### src/rtl/dsp_lowp_tdm_pkg.sv
// Shared definitions for the time-multiplexed lowpass: fixed-point format,
// FSM state encoding and the coefficient clamp.
package dsp_lowp_tdm_pkg;

    localparam int DSP_W     = 16;
    localparam int FRAC_BITS = 14;
    localparam int FP_ONE    = 1 << FRAC_BITS;

    typedef enum logic [1:0] {
        IDLE,
        MUL_A,
        MUL_B,
        PUBLISH
    } fsm_state_e;

    // Keep the coefficient inside [0, 1.0] so the filter stays stable.
    function automatic int clamp_coef(input int c);
        if (c < 0)
            return 0;
        else if (c > FP_ONE)
            return FP_ONE;
        else
            return c;
    endfunction

endpackage

### src/rtl/dsp_mult.sv
// Combinational signed fixed-point multiplier: full product scaled back by
// FRAC bits and wrapped to W bits.
module dsp_mult #(
    parameter int W    = 16,
    parameter int FRAC = 14
) (
    input  logic signed [W-1:0] a_i,
    input  logic signed [W-1:0] b_i,
    output logic signed [W-1:0] p_o
);

    logic signed [2*W-1:0] prod_full;

    assign prod_full = a_i * b_i;
    assign p_o       = W'(prod_full >>> FRAC);

endmodule

### src/rtl/dsp_lowp_tdm.sv
// One-pole lowpass for NCH voices, sequenced through a single shared
// multiplier: y = x*c + y_prev*(1-c), published as one coherent frame.
module dsp_lowp_tdm
    import dsp_lowp_tdm_pkg::*;
#(
    parameter int NCH = 4,
    parameter int W   = DSP_W
) (
    input  logic             clk,
    input  logic             rst,
    input  logic             sampleTick,
    input  logic [NCH*W-1:0] sigIn,
    input  logic [NCH*W-1:0] cutoff,
    output logic [NCH*W-1:0] sigOut,
    output logic             done,
    output logic             busy,
    output logic             overrun
);

    localparam int CW = (NCH > 1) ? $clog2(NCH) : 1;

    typedef logic signed [W-1:0] sample_t;

    fsm_state_e       state_q, state_d;
    logic [CW-1:0]    ch_q, ch_d;
    sample_t          acc_q, acc_d;

    sample_t          x_snap_q [NCH];
    sample_t          c_q      [NCH];
    sample_t          invc_q   [NCH];
    sample_t          y_q      [NCH];
    sample_t          c_clamp  [NCH];

    logic [NCH*W-1:0] sig_out_q;
    logic             done_q, busy_q, overrun_q;

    sample_t          mul_a, mul_b, prod;
    logic             last_ch;

    assign last_ch = (ch_q == CW'(NCH - 1));

    always_comb begin
        for (int i = 0; i < NCH; i++) begin
            c_clamp[i] = sample_t'(clamp_coef(int'($signed(cutoff[i*W +: W]))));
        end
    end

    // Operands come only from snapshot/state registers, never from the ports.
    always_comb begin
        mul_a = x_snap_q[ch_q];
        mul_b = c_q[ch_q];
        if (state_q == MUL_B) begin
            mul_a = y_q[ch_q];
            mul_b = invc_q[ch_q];
        end
    end

    dsp_mult #(
        .W    (W),
        .FRAC (FRAC_BITS)
    ) u_mult (
        .a_i (mul_a),
        .b_i (mul_b),
        .p_o (prod)
    );

    // NOTE: every variable gets a default before the case so no latch is inferred.
    always_comb begin
        state_d = state_q;
        ch_d    = ch_q;
        acc_d   = acc_q;
        case (state_q)
            IDLE: begin
                if (sampleTick) begin
                    state_d = MUL_A;
                    ch_d    = '0;
                end
            end
            MUL_A: begin
                acc_d   = prod;
                state_d = MUL_B;
            end
            MUL_B: begin
                if (last_ch) begin
                    state_d = PUBLISH;
                end else begin
                    ch_d    = ch_q + CW'(1);
                    state_d = MUL_A;
                end
            end
            PUBLISH: state_d = IDLE;
            default: state_d = IDLE;
        endcase
    end

    // NOTE: sequential state uses non-blocking assignments only.
    always_ff @(posedge clk or posedge rst) begin
        if (rst) begin
            state_q <= IDLE;
            ch_q    <= '0;
            acc_q   <= '0;
        end else begin
            state_q <= state_d;
            ch_q    <= ch_d;
            acc_q   <= acc_d;
        end
    end

    // NOTE: the small per-channel arrays are register files, so they are reset
    // explicitly; a discarded frame must leave no filter history behind.
    always_ff @(posedge clk or posedge rst) begin
        if (rst) begin
            for (int i = 0; i < NCH; i++) begin
                x_snap_q[i] <= '0;
                c_q[i]      <= '0;
                invc_q[i]   <= '0;
                y_q[i]      <= '0;
            end
            sig_out_q <= '0;
            done_q    <= 1'b0;
            busy_q    <= 1'b0;
            overrun_q <= 1'b0;
        end else begin
            done_q    <= 1'b0;
            overrun_q <= sampleTick && (state_q != IDLE);
            case (state_q)
                IDLE: begin
                    if (sampleTick) begin
                        busy_q <= 1'b1;
                        for (int i = 0; i < NCH; i++) begin
                            x_snap_q[i] <= sigIn[i*W +: W];
                            c_q[i]      <= c_clamp[i];
                            invc_q[i]   <= sample_t'(FP_ONE) - c_clamp[i];
                        end
                    end
                end
                MUL_B: y_q[ch_q] <= acc_q + prod;
                PUBLISH: begin
                    for (int i = 0; i < NCH; i++) begin
                        sig_out_q[i*W +: W] <= y_q[i];
                    end
                    done_q <= 1'b1;
                    busy_q <= 1'b0;
                end
                default: ;
            endcase
        end
    end

    assign sigOut  = sig_out_q;
    assign done    = done_q;
    assign busy    = busy_q;
    assign overrun = overrun_q;

endmodule

### config.mk
export PLATFORM = sky130hd
export DESIGN_NAME = dsp_lowp_tdm
export DESIGN_NICKNAME = d
export VERILOG_FILES = /design/src/rtl/dsp_lowp_tdm_pkg.sv /design/src/rtl/dsp_mult.sv /design/src/rtl/dsp_lowp_tdm.sv
export SDC_FILE = /design/constraint.sdc
export NUM_CORES = 2
export LEC_CHECK = 0
export ABC_AREA = 1
export CAP_MARGIN = 20
export CORE_ASPECT_RATIO = 0.6
export CORE_UTILIZATION = 35
export DETAILED_ROUTE_END_ITERATION = 10
export PLACE_DENSITY = 0.56
export SLEW_MARGIN = 20
export SYNTH_ARGS = -nofsm -noshare
export SYNTH_HDL_FRONTEND = slang
export SYNTH_HIERARCHICAL = 1
export SYNTH_SLANG_ARGS = --single-unit
### constraint.sdc
create_clock -name clk -period 12.9 [get_ports clk]
set_input_delay 2.58 -clock clk [delete_from_list [all_inputs] [get_ports clk]]
set_output_delay 2.58 -clock clk [all_outputs]
set_load 0.005 [all_outputs]
==> impl_metrics.ini <==
[sta]
rsz0062_at_grt = no
fin_skew_ns = 0.0342
finalHoldViolCount = 0
finalCritPeriodShare = 0.760
worst_hold_slack_ns = 0.475
fin_crit_ns = 9.81
fin_tns_setup_ns = 0
fmax_mhz = 102
fin_ws_ns = 3.09
finalSetupViolCount = 0
slew_viol_final = 0
relSlewSlack = 0.300
worst_pin_slew_ns = 1.05

[place]
post-place-ws_ns = 3.27
gp_congestion = 0.968
io_buffers = 197
dp_hpwl_um = 71600
post_dp_cell_area_sq_mm = 0.0304

[setup_path]
ff2ff_setup_slack_ns = 3.09
cp_max_fo = 60
cp.required_ns = 13.35
worstSetupStartpointType = flip-flop
endpoint_kind = flip-flop
cpPeakStageDelay_ns = 0.71
critPathSlowestCell = dfrtp_4
crit_top_cell = fa_1
crit_arrival_ns = 10.26
path_class = reg -> reg

[global_route]
grt-ovfl-total = 0
grt_pass1_vias = 22500
grt_pass1_wl_um = 142000
grt_usage = 0.237
grt_max_degree = 152
antenna_found_initial = 3

[run]
maxCapViolCount = 0

[detailed_routing]
vias = 23700
first_pass_iters = 5
drcViolationCount = 0
wl_per_cell_um = 19.1
drtAntennaViolNets = 0
vias_per_cell = 4.90
drt-total-wl_um = 92600
drt_iter0_drc = 2358

[cts]
ctsHoldBuffers = 0
cts-root-buf = clkbuf_16
numCtsBuffers = 37
cts_buffer_depth = 3
cts.sinks = 335
ctsHtreeMaxLevel = 2
post_cts_resized = 0
cts.clk_slew.worst_paths_ns = 0.07
tritoncts = yes
post_cts_buffers = 0
clkLatencyLatePin_ns = 0.60

[synth]
synthAdderAreaFrac = 0.225
synth.area.mux_share = 0.00654
syn_nets = 4143
synth_top_area_frac = 0.304
synth_top_area_cell = dfrtp_1
syn_inst = 3665
synthTopCellsByArea = dfrtp_1 (30%), fa_1 (18%), nand2_1 (15%), inv_1 (8.7%), o21ai_0 (6.0%)
synth_edf_count = 0
async_reset_ff_frac = 1.00
yosys.area_share.xor_xnor = 0.00758
synth.avg_cell_area_sq_um = 7.52
ys_seq_area_frac = 0.304
yosysUniqueCellTypes = 49
synth_ff_type = dfrtp_1
yosys.area_share.simple = 0.222
synth-compound-area-share = 0.115
yosys_warnings = 6
synth_top_family_by_area = adder cells
synthesis.area_sq_mm = 0.0276
ys_seq_elements = 335

[die]
rows = 79
dieWidth_um = 364
io_pins = 198
core_region_area_sq_mm = 0.0777
die_h_um = 219
start_util = 0.355
die_area_sq_mm = 0.0799

[layout]
areaGrowthSynthToFinish_pct = 15.2
final_cell_mix = nand2_1 (1065), inv_1 (638), dfrtp_1 (333)
nNetsFinal = 4244
diodes = 0
fin_area_sq_mm = 0.0317
drive_gt1_frac = 0.0585
final_common_cell = nand2_1
n_fill_cell = 8016

[hold_path]
hold_path_class = reg -> reg

[outcome]
outcome = finished, final reports clean
-- synthesized netlist by cell type, drive strengths merged, types with 8 or more instances --
master  count
o31ai      11
mux2       16
a21oi     118
o22ai       9
xnor2       8
ha         99
nor2      270
nor3        9
xor2       15
buf        77
fa        248
nand2    1096
o21ai     395
clkbuf    100
dfrtp     335
nand3     124
inv       657
a31oi      32
-- state kept, by name, indices dropped and copies added (netlist names) --
name / flops
y_q: 64
x_snap_q: 64
overrun: 1
done: 1
c_q: 56
invc_q: 64
ch_q: 2
acc_q: 16
busy: 1
sigOut: 64
state_q: 2
-- logic make-up (layout without fill, tap and decap cells) --
family / after synthesis / after routing
buffers and inverters: 835 / 965
flip-flops: 335 / 335
multiplexers: 16 / 16
adder cells (fa/ha/maj): 347 / 347
AND/OR/NAND/NOR: 1518 / 1518
XOR/XNOR: 23 / 23
AO/OA/AOI/OAI: 591 / 591
-- through the flow --
step / util / std cells
floorplan: - / 3665
global placement: 0.391 / 4780
detailed placement: 0.391 / 4780
CTS: 0.409 / 4848
global route: 0.409 / 4848
finish: 0.409 / 4848
-- worst paths after layout --
check	from	endpoint	cells after the start
worst max-delay path	ch_q[0]	y_q[21]	30
worst min-delay path	x_snap_q[25]	x_snap_q[25]	2
worst max register to register	ch_q[0]	y_q[21]	30
worst min register to register	x_snap_q[25]	x_snap_q[25]	2
max in group asynchronous	rst	invc_q[22]	4
min in group asynchronous	rst	x_snap_q[35]	2
-- worst max-delay path: cells and delay by family (launching register included) --
family	cells	cell delay, ns
AOI/OAI and AO/OA	7	1.72
xor gates and xnor gates	2	0.84
adders and majority gates	8	3.95
buffers and inverters	8	1.70
DFF	1	0.71
and+or+nand+nor	5	0.66
-- layer usage --
layer,vias to the layer above,GRT usage,share of wire,wire length (um)
li1,11400,-,-,-
met1,11300,0.395,0.52,48000
met2,949,0.280,0.34,31900
met3,72,0.0812,0.12,11600
met4,0,0.0361,0.013,1220
met5,-,0,0,0
-- cell type report --
cell class	count	area [sq um]	share of cell area
multi-input cells	2495	15900	0.501
inverters	658	2480	0.0782
clock inverters	19	314	0.00989
well taps	1053	1320	0.0415
flip-flops and latches	335	8390	0.264
repair buffers	239	2300	0.0724
clock buffers	49	1030	0.0325
Power is not shown: default switching activity piles up to over one toggle a cycle in this logic, so the estimate is an artifact.
